### src/rtl/nem_ohmux_seq_invd0.sv
// nem_ohmux_seq_invd0: break-before-make relay one-hot mux with inverted output
module nem_ohmux_seq_invd0 #(
    parameter int N_IN    = 4,
    parameter int WIDTH   = 1,
    parameter int T_BREAK = 2,
    parameter int T_MAKE  = 3
) (
    input  logic                    CP,
    input  logic                    RST,
    input  logic [N_IN*WIDTH-1:0]   I,
    input  logic                    REQ_VLD,
    input  logic [$clog2(N_IN)-1:0] REQ_IDX,
    input  logic                    REQ_OFF,
    output logic                    REQ_RDY,
    output logic [N_IN-1:0]         S,
    output logic [WIDTH-1:0]        ZN,
    output logic                    LOCKED,
    output logic                    DONE,
    output logic                    ERR
);
    localparam int IW = $clog2(N_IN);
    localparam logic [1:0] ST_IDLE  = 2'd0;
    localparam logic [1:0] ST_BREAK = 2'd1;
    localparam logic [1:0] ST_MAKE  = 2'd2;
    localparam logic [IW:0] N_LIM = N_IN[IW:0];
    localparam logic [3:0] CNT_B = 4'(T_BREAK - 1);
    localparam logic [3:0] CNT_M = 4'(T_MAKE - 1);
    localparam logic [N_IN-1:0] ONE = {{(N_IN-1){1'b0}}, 1'b1};

    logic [1:0]      state_q, state_d;
    logic [3:0]      cnt_q, cnt_d;
    logic [IW-1:0]   tgt_q, tgt_d;
    logic            off_q, off_d;
    logic [N_IN-1:0] s_q, s_d;
    logic            done_q, done_d;
    logic            err_q, err_d;
    logic [WIDTH-1:0] mux_or;

    // An out-of-range index is folded into an all-open request
    wire             req_bad = !REQ_OFF && ({1'b0, REQ_IDX} >= N_LIM);
    wire             req_off = REQ_OFF || req_bad;
    wire [N_IN-1:0]  req_hot = ONE << REQ_IDX;
    wire             req_nop = req_off ? (s_q == '0) : (s_q == req_hot);

    assign REQ_RDY = (state_q == ST_IDLE) && !RST;
    assign LOCKED  = (state_q == ST_IDLE) && (s_q != '0);
    assign S       = s_q;
    assign DONE    = done_q;
    assign ERR     = err_q;
    assign ZN      = ~mux_or;

    // Wired-OR of the closed relay's input; nothing closed reads as zero
    always_comb begin
        mux_or = '0;
        for (int i = 0; i < N_IN; i++)
            mux_or = mux_or | ({WIDTH{s_q[i]}} & I[i*WIDTH +: WIDTH]);
    end

    // Sequencer: every change of closed relay passes through all-open
    always_comb begin
        state_d = state_q;
        cnt_d   = cnt_q;
        tgt_d   = tgt_q;
        off_d   = off_q;
        s_d     = s_q;
        done_d  = 1'b0;
        err_d   = err_q;
        case (state_q)
            ST_IDLE: if (REQ_VLD) begin
                tgt_d = REQ_IDX;
                off_d = req_off;
                err_d = err_q || req_bad;
                if (req_nop) begin
                    done_d = 1'b1;
                end else if (s_q != '0) begin
                    s_d     = '0;
                    state_d = ST_BREAK;
                    cnt_d   = CNT_B;
                end else begin
                    s_d     = req_hot;
                    state_d = ST_MAKE;
                    cnt_d   = CNT_M;
                end
            end
            ST_BREAK: if (cnt_q != '0) begin
                cnt_d = cnt_q - 4'd1;
            end else if (off_q) begin
                state_d = ST_IDLE;
                done_d  = 1'b1;
            end else begin
                s_d     = ONE << tgt_q;
                state_d = ST_MAKE;
                cnt_d   = CNT_M;
            end
            ST_MAKE: if (cnt_q != '0) begin
                cnt_d = cnt_q - 4'd1;
            end else begin
                state_d = ST_IDLE;
                done_d  = 1'b1;
            end
            default: state_d = ST_IDLE;
        endcase
    end

    // State registers; reset drops every relay and aborts any transition
    always_ff @(posedge CP) begin
        if (RST) begin
            state_q <= ST_IDLE;
            cnt_q   <= '0;
            tgt_q   <= '0;
            off_q   <= 1'b0;
            s_q     <= '0;
            done_q  <= 1'b0;
            err_q   <= 1'b0;
        end else begin
            state_q <= state_d;
            cnt_q   <= cnt_d;
            tgt_q   <= tgt_d;
            off_q   <= off_d;
            s_q     <= s_d;
            done_q  <= done_d;
            err_q   <= err_d;
        end
    end
endmodule

### config.mk
export PLATFORM = sky130hd
export DESIGN_NAME = nem_ohmux_seq_invd0
export DESIGN_NICKNAME = d
export VERILOG_FILES = /design/src/rtl/nem_ohmux_seq_invd0.sv
export SDC_FILE = /design/constraint.sdc
export NUM_CORES = 1
export LEC_CHECK = 0
export ABC_CLOCK_PERIOD_IN_PS = 4770
export CAP_MARGIN = 20
export CELL_PAD_IN_SITES_DETAIL_PLACEMENT = 0
export CELL_PAD_IN_SITES_GLOBAL_PLACEMENT = 1
export CORE_ASPECT_RATIO = 1.4
export CORE_MARGIN = 1
export CORE_UTILIZATION = 35
export DETAILED_ROUTE_END_ITERATION = 7
export HOLD_SLACK_MARGIN = 0.08
export PLACE_DENSITY_LB_ADDON = 0.3
export SYNTH_ARGS = -nofsm -noshare
export SYNTH_HDL_FRONTEND = slang
export SYNTH_SLANG_ARGS = --single-unit
### constraint.sdc
create_clock -name CP -period 4.77 [get_ports CP]
set_clock_uncertainty 0.05 [all_clocks]
set_input_delay 0.954 -clock CP [delete_from_list [all_inputs] [get_ports CP]]
set_output_delay 0.954 -clock CP [all_outputs]
set_load 0.01 [all_outputs]
==> impl_summary.md, run 1 <==
Synth
The count of cell types in the netlist is 43. The number of cells produced by synthesis is 129. In the synthesized netlist the dominant register cell turns out to be sky130_fd_sc_hd__dfxtp_1. After synthesis, the mean cell area works out to 8.060 um2. The synthesized design contains 14 register bits. During synthesis, Yosys emitted a total of 0 warnings.

The synthesized design spends more area on one cell type than any other, namely sky130_fd_sc_hd__dfxtp_1. Yosys attributes the largest share of cell area to sky130_fd_sc_hd__dfxtp_1 (27%), sky130_fd_sc_hd__ha_1 (7.2%), sky130_fd_sc_hd__a311oi_2 (4.3%). Synthesis produced a netlist with a net count of 145. The fraction of synthesis flops using an asynchronous set or reset pin is 0%. The netlist area before placement is 1040 um2. The portion of the post-synthesis area used by sequential elements is 26.96%. After synthesis, the largest area contributor takes up 26.96% of total cell area. In this run, synthesis inferred 0 flip-flops with an integrated enable.

Power
The analysis attributes to cell leakage a power of 0.0004742 uW. Of the total power, the share spent switching nets is 45.34%. In this run the power spent charging and discharging nets is 378.8 uW. The part of the total power dissipated in sequential elements is 23.2%.

Combinational logic is responsible for 62.6% of the overall power. The power density over the cells is 649.0 nW/um2. The worst supply voltage drop on vdd is 0.0002849 V. The clock network accounts for 14.2% of the total power. The internal power of the cells totals 456.7 uW.

Routing
The count of vias placed by the detailed router is 1,059. In the routed layout, each cell is associated on average with a via count of 5.819. The number of optimization iterations in the first detailed-route pass is 4. Once detail routing completed, the nets flagged for antenna violations numbered 0. In the final routed layout, each cell accounts on average for 15.29 um. After the first detailed-routing iteration, the DRC count stood at 23. The total DRC errors in the routed layout is 0. Wires add up to 2783 um.

Worst setup path
For the worst setup path, the data required time is 3.77 ns. The worst endpoint data arrival time is 2.41 ns. The number of cells on the worst reg-to-reg path is 5.

The largest fanout on the critical path is 12. The nature of the critical path startpoint is an input port. The critical path endpoint category is an output pin. The setup path with the least slack is of type in -> out.

Worst hold path
The number of cells traversed by the worst hold path is 2. The classification of the worst-slack hold path is reg -> reg.

STA
The ratio of final minimum period to clock period is 71.61%. Setup repair after global routing left no endpoint under its margin. The upper clock frequency limit is 292.8 MHz. Setup violations remaining at the end of the flow were counted as 0.

The final period demand of the worst path is 3.416 ns. The transition time at the pin with the least slew margin is 0.8620 ns. The count of endpoints failing hold in the final timing report came to 0. The max-slew violation total from the final report is 0.

Headroom to the max-slew limit came out at 41.05%. After routing, the total negative slack on setup checks comes to 0 ns.

Global routing
Entering global routing, the biggest net connects 13 pins. Global routing used 20.89% of the available tracks. The number of global-route vias before repair is 1,064.

The number of antenna violations at the first check in global routing is 0. The first-pass GRT wire length is 4788 um. The remaining global-route overflow is 0.

CTS
The worst-skew pair later-pin latency is 0.25 ns. The number of buffers on the longest clock path is 2. The number of clock buffers added by TritonCTS is 3. The number of setup buffers added after CTS is 0. The root buffer selected by CTS is sky130_fd_sc_hd__clkbuf_8. The clock drives 14 sinks. The count of cells resized by post-cts repair is 0.

CTS built an H-tree with a depth of 1. The TritonCTS clock tree is yes. The hold buffer count at CTS is 0. Clock-pin slew was measured on the worst setup and hold paths at 0.06 ns.

Die
The initial utilization of the core area, before any placement, comes to 36.50%. The total I/O pin count is 19. The height of the die is 66.49 um. The floorplan has 23 rows. The horizontal die dimension is 48.07 um.

The floorplan step defined a die boundary enclosing 3196 um2. The core outline area is 2849 um2.

Job
The number of maximum-capacitance constraint violations is 0.

Layout
Of the cells placed in the final design, the portion with a size suffix greater than 1 is 9.655%. In the final layout, the multi-input gates occupy 683.2 um2. From synthesis to final layout, the design area changed by 23.83%. For this run, the share of the core covered by cells in the final layout is 45.19%.

Leaving out fill and tap cells, the most frequent cells in the layout are sky130_fd_sc_hd__clkdlybuf4s50_1 (17), sky130_fd_sc_hd__dfxtp_1 (14), sky130_fd_sc_hd__inv_1 (12), sky130_fd_sc_hd__nand2_1 (12), sky130_fd_sc_hd__nor2_1 (10). The fill cell instance count of the final layout is 294. The most common cell after layout, fill and taps aside is sky130_fd_sc_hd__clkdlybuf4s50_1.

In the final design database the tool counted 162 nets. The repair_antennas step left the layout with diodes totalling 0. The footprint of the flip-flops and latches is 280.3 um2.

Place
At the end of routability-driven placement, the weighted congestion stood at 0.8235. The half-perimeter wire length of the detailed placement result is 2191 um. Input and output buffers added on the ports amount to 17.

Run status
The run finished with clean final reports.
## layout make-up
cell class | instances | area share [%]
multi-input cells | 97 | 53.06
well taps | 37 | 3.596
flip-flops and latches | 14 | 21.77
inverters | 12 | 3.499
repair buffers | 18 | 13.80
clock buffers | 4 | 4.276
## synth_stat cells (all sizes together), types with 2 or more instances
| library cell | count |
|---|---|
| dfxtp | 14 |
| inv | 12 |
| nand2 | 12 |
| nor2 | 10 |
| a21oi | 7 |
| ha | 6 |
| nand3 | 6 |
| a31oi | 5 |
| o21ai | 5 |
| a311oi | 4 |
| nor3 | 4 |
| a211oi | 3 |
| buf | 3 |
| clkbuf | 3 |
| mux2i | 3 |
| o31ai | 3 |
| a32oi | 2 |
| and3 | 2 |
| nand4 | 2 |
| o21a | 2 |
| o311ai | 2 |
## stage by stage
stage | instance area (um2) | power (uW) | hold WS (ns) | std cells | worst slack [ns]
floorplan | 1040 | 563.0 | 0.3946 | 129 | 2.259
global placement | 1232 | 706.1 | 0.4304 | 178 | 1.396
detailed placement | 1232 | 721.5 | 0.4328 | 178 | 1.340
CTS | 1287 | 839.9 | 0.4408 | 182 | 1.345
global route | 1287 | 913.2 | 0.4911 | 182 | 1.228
finish | 1287 | 835.6 | 0.4402 | 182 | 1.354
## registers in the layout, indices dropped and copies added, names as in the netlist
signal   count
cnt_q        4
S            4
off_q        1
DONE         1
state_q      2
tgt_q        2
## power groups by stage
stage | combinational (uW) | sequential, uW | clock, uW
global route | 588 | 201 | 125
CTS | 525 | 195 | 120
finish | 523 | 194 | 119
floorplan | 372 | 191 | 0
detailed placement | 524 | 197 | 0
global placement | 512 | 194 | 0
## kinds of logic (layout without fill, tap and decap cells)
logic type,count (synthesis),in the layout,share of synthesized area [%]
and+or+nand+nor,45,45,23.47
other,1,1,0.3607
AOI/OAI and AO/OA,42,42,31.77
buffers and inverters,18,34,7.339
adders and majority gates,6,6,7.220
DFF,14,14,26.96
muxes,3,3,2.888
## worst paths after layout
check | to | startpoint | slack (ns)
worst min-delay path | off_q$_SDFFE_PP0P_ | off_q$_SDFFE_PP0P_ | 0.44
worst min register to register | off_q$_SDFFE_PP0P_ | off_q$_SDFFE_PP0P_ | 0.44
worst max register to register | cnt_q[3]$_SDFFE_PP0P_ | S[1]$_SDFFE_PP0P_ | 2.52
worst max-delay path | REQ_RDY | RST | 1.35
## critical path, stage by stage
cell and delay (ns):
sky130_fd_sc_hd__clkdlybuf4s50_1 0.70, sky130_fd_sc_hd__nor2_1 0.20, sky130_fd_sc_hd__clkdlybuf4s50_1 0.55
## metal layers
layer	track usage, %	part of all wire [%]
met5	0	0
met4	8.333	1.7
met2	36.82	54
met3	2.981	2.7
met1	23.76	41
(Power assumes the default switching activity.)
==> inputs of run 2 (changes only) <==
Settings changed: ABC_CLOCK_PERIOD_IN_PS 4770 to 3100, CORE_UTILIZATION 35 to 34.
Clock period 4.77 ns to 3.1 ns, I/O delays scaled along.
==> run 2 against run 1 <==
  * Combinational power grew 54%
  * Routed wire length shrank 1.2%
  * Power grew 50%
  * First-iteration DRC count grew 26%
  * Final area shrank 0.49%
  * Critical endpoint is now ZN
  * Largest power group unchanged
  * Highest routed layer unchanged
==> impl_summary.md, run 2 (synthesis results as in run 1) <==
STA
Setup violations remaining at the end of the flow were counted as 0. The count of endpoints failing hold in the final timing report is 0. The final critical path takes up 87.90% of the cycle. Static timing analysis puts the maximum clock frequency at 367.0 MHz. At the pin with the least slew margin, the transition time is 0.6650 ns. The final-layout worst hold slack is 0.4463 ns. Setup repair after global routing left no endpoint under its margin. Summed over all failing endpoints, the final setup total negative slack is 0 ns. Headroom to the max-slew limit came out at 54.52%. The max-slew violation total from the final report is 0. The final period demand of the worst path is 2.725 ns.

Global routing
The number of global-route vias before repair came to 1,020. The first-pass GRT wire length is 4629 um. Summed over all layers, the global routing overflow is 0. Entering global routing, the biggest net connects 13 pins. For this run, the total global-route usage over all layers was measured as 18.69%.

The number of antenna violations at the first check in global routing is 0.

Routing
Once detail routing completed, the nets flagged for antenna violations numbered 0. The total DRC errors in the routed layout is 0. Across all layers, the routed design uses 1,024 vias.

For this block, the routed nets add up to 2749 um of wire. After the first detailed-routing iteration, the DRC count stood at 29. The number of optimization iterations in the first detailed-route pass is 4.

In the routed layout, each cell is associated on average with a via count of 5.626. The final routed wire length divided by cell count is 15.10 um.

Worst setup path
The largest fanout on the critical path is 1. The nature of the critical path startpoint is an input port. The critical path endpoint category is an output pin. The worst path required time is 2.43 ns. The worst endpoint data arrival time is 2.05 ns. The worst setup path is of the in -> out kind.

CTS
The number of buffers on the longest clock path is 2. The TritonCTS clock tree is yes. After clock tree synthesis, the flow added hold-fix buffers numbering 0. In this run, post-CTS repair resized a total of 0 instances. CTS placed an instance of sky130_fd_sc_hd__clkbuf_8 at the clock tree root. The clock reaches the later pin of the worst-skew pair after 0.24 ns. The clock net in this run drives a total of 14 sinks. The clock slew seen by the registers of the worst setup and hold paths is 0.06 ns. The number of levels the H-tree was split into is 1. The number of setup buffers added after CTS is 0.

In this run, CTS created clock tree buffers numbering 3.

Die
The total I/O pin count is 19. In this run the standard cell core region covers 2878 um2. The height of the die is 67.43 um. In this run the horizontal extent of the chip is 48.74 um. The starting utilization of the core area is 36.13%.

Row generation in the floorplan step produced 23 rows. The total die area is 3286 um2.

Layout
The finished layout cell area is 1281 um2. The post-route netlist has 9.655% of its cells at a drive strength greater than 1. The synthesis-to-finish area growth is 23.23%. 0 antenna diodes ended up in the layout. In the layout the commonest cells are sky130_fd_sc_hd__clkdlybuf4s50_1 (17), sky130_fd_sc_hd__dfxtp_1 (14), sky130_fd_sc_hd__inv_1 (12), sky130_fd_sc_hd__nand2_1 (12), sky130_fd_sc_hd__nor2_1 (10). For this run, the share of the core covered by cells in the final layout is 44.52%.

For this run, the post-layout net count is 163. The library cell used most frequently in the layout, excluding fill and tap cells, is sky130_fd_sc_hd__clkdlybuf4s50_1.

Job
The number of maximum-capacitance constraint violations is 0.

Run status
The flow ran to the end, and the final reports show no timing, DRC or antenna violations.

Power
The sum of internal, switching and leakage power is 1253 uW. The power density over the cells is 978.2 nW/um2. The worst-case IR drop observed on VDD is 0.0005451 V. For this design the static power due to leakage is 0.0004718 uW.

Worst hold path
The tightest min-delay check is of the reg -> reg type.

Place
The post-detailed-placement cell area is 1240 um2. The port buffer count is 17. Detailed placement ended at an HPWL of 2154 um. The final estimated routing congestion in global placement is 0.8735.
[run 2: per-layer routing]
metal | wire (um) | GRT usage (%) | vias up | share of wire (%)
met5 | 0 | 0 | - | 0
met4 | 35 | 10.29 | 0 | 1.3
met3 | 64 | 2.252 | 4 | 2.3
met2 | 1497 | 35.59 | 17 | 54
met1 | 1151 | 20.00 | 487 | 42
li1 | - | - | 516 | -
[run 2: power by group]
part	switching [uW]	internal [uW]	leakage (uW)
clock network	65.0	85.9	0.0000216
registers	65.0	232	0.000115
logic	446	359	0.000335
total	576	677	0.000472
[run 2: worst max-delay path: stages]
cell and delay, ns:
sky130_fd_sc_hd__clkdlybuf4s50_1 0.40, sky130_fd_sc_hd__a22o_1 0.23, sky130_fd_sc_hd__a221oi_1 0.22, sky130_fd_sc_hd__clkdlybuf4s50_1 0.58
[run 2: final timing paths]
| kind | startpoint | to | slack, ns | cells past startpoint |
|---|---|---|---|---|
| worst min-delay path | off_q$_SDFFE_PP0P_ | off_q$_SDFFE_PP0P_ | 0.45 | 2 |
| worst min register to register | off_q$_SDFFE_PP0P_ | off_q$_SDFFE_PP0P_ | 0.45 | 2 |
| worst max register to register | state_q[1]$_SDFFE_PP0P_ | cnt_q[2]$_SDFFE_PP0P_ | 1.03 | 6 |
| worst max-delay path | I[0] | ZN | 0.38 | 4 |
[run 2: per-stage QoR]
stage | setup slack [ns] | std cells
4_1_cts | 0.3677 | 182
3_5_place_dp | 0.2901 | 179
6_report | 0.3753 | 182
3_3_place_gp | 0.3447 | 179
2_1_floorplan | 0.9494 | 129
5_1_grt | 0.1871 | 182
[run 2: area by class of cell]
class | count | area, um2
fill | 303 | 1597
inverter | 12 | 45.04
timing repair buffer | 19 | 185.2
multi-input combinational | 97 | 683.2
clock buffer | 3 | 41.29
tap | 37 | 46.29
sequential | 14 | 280.3
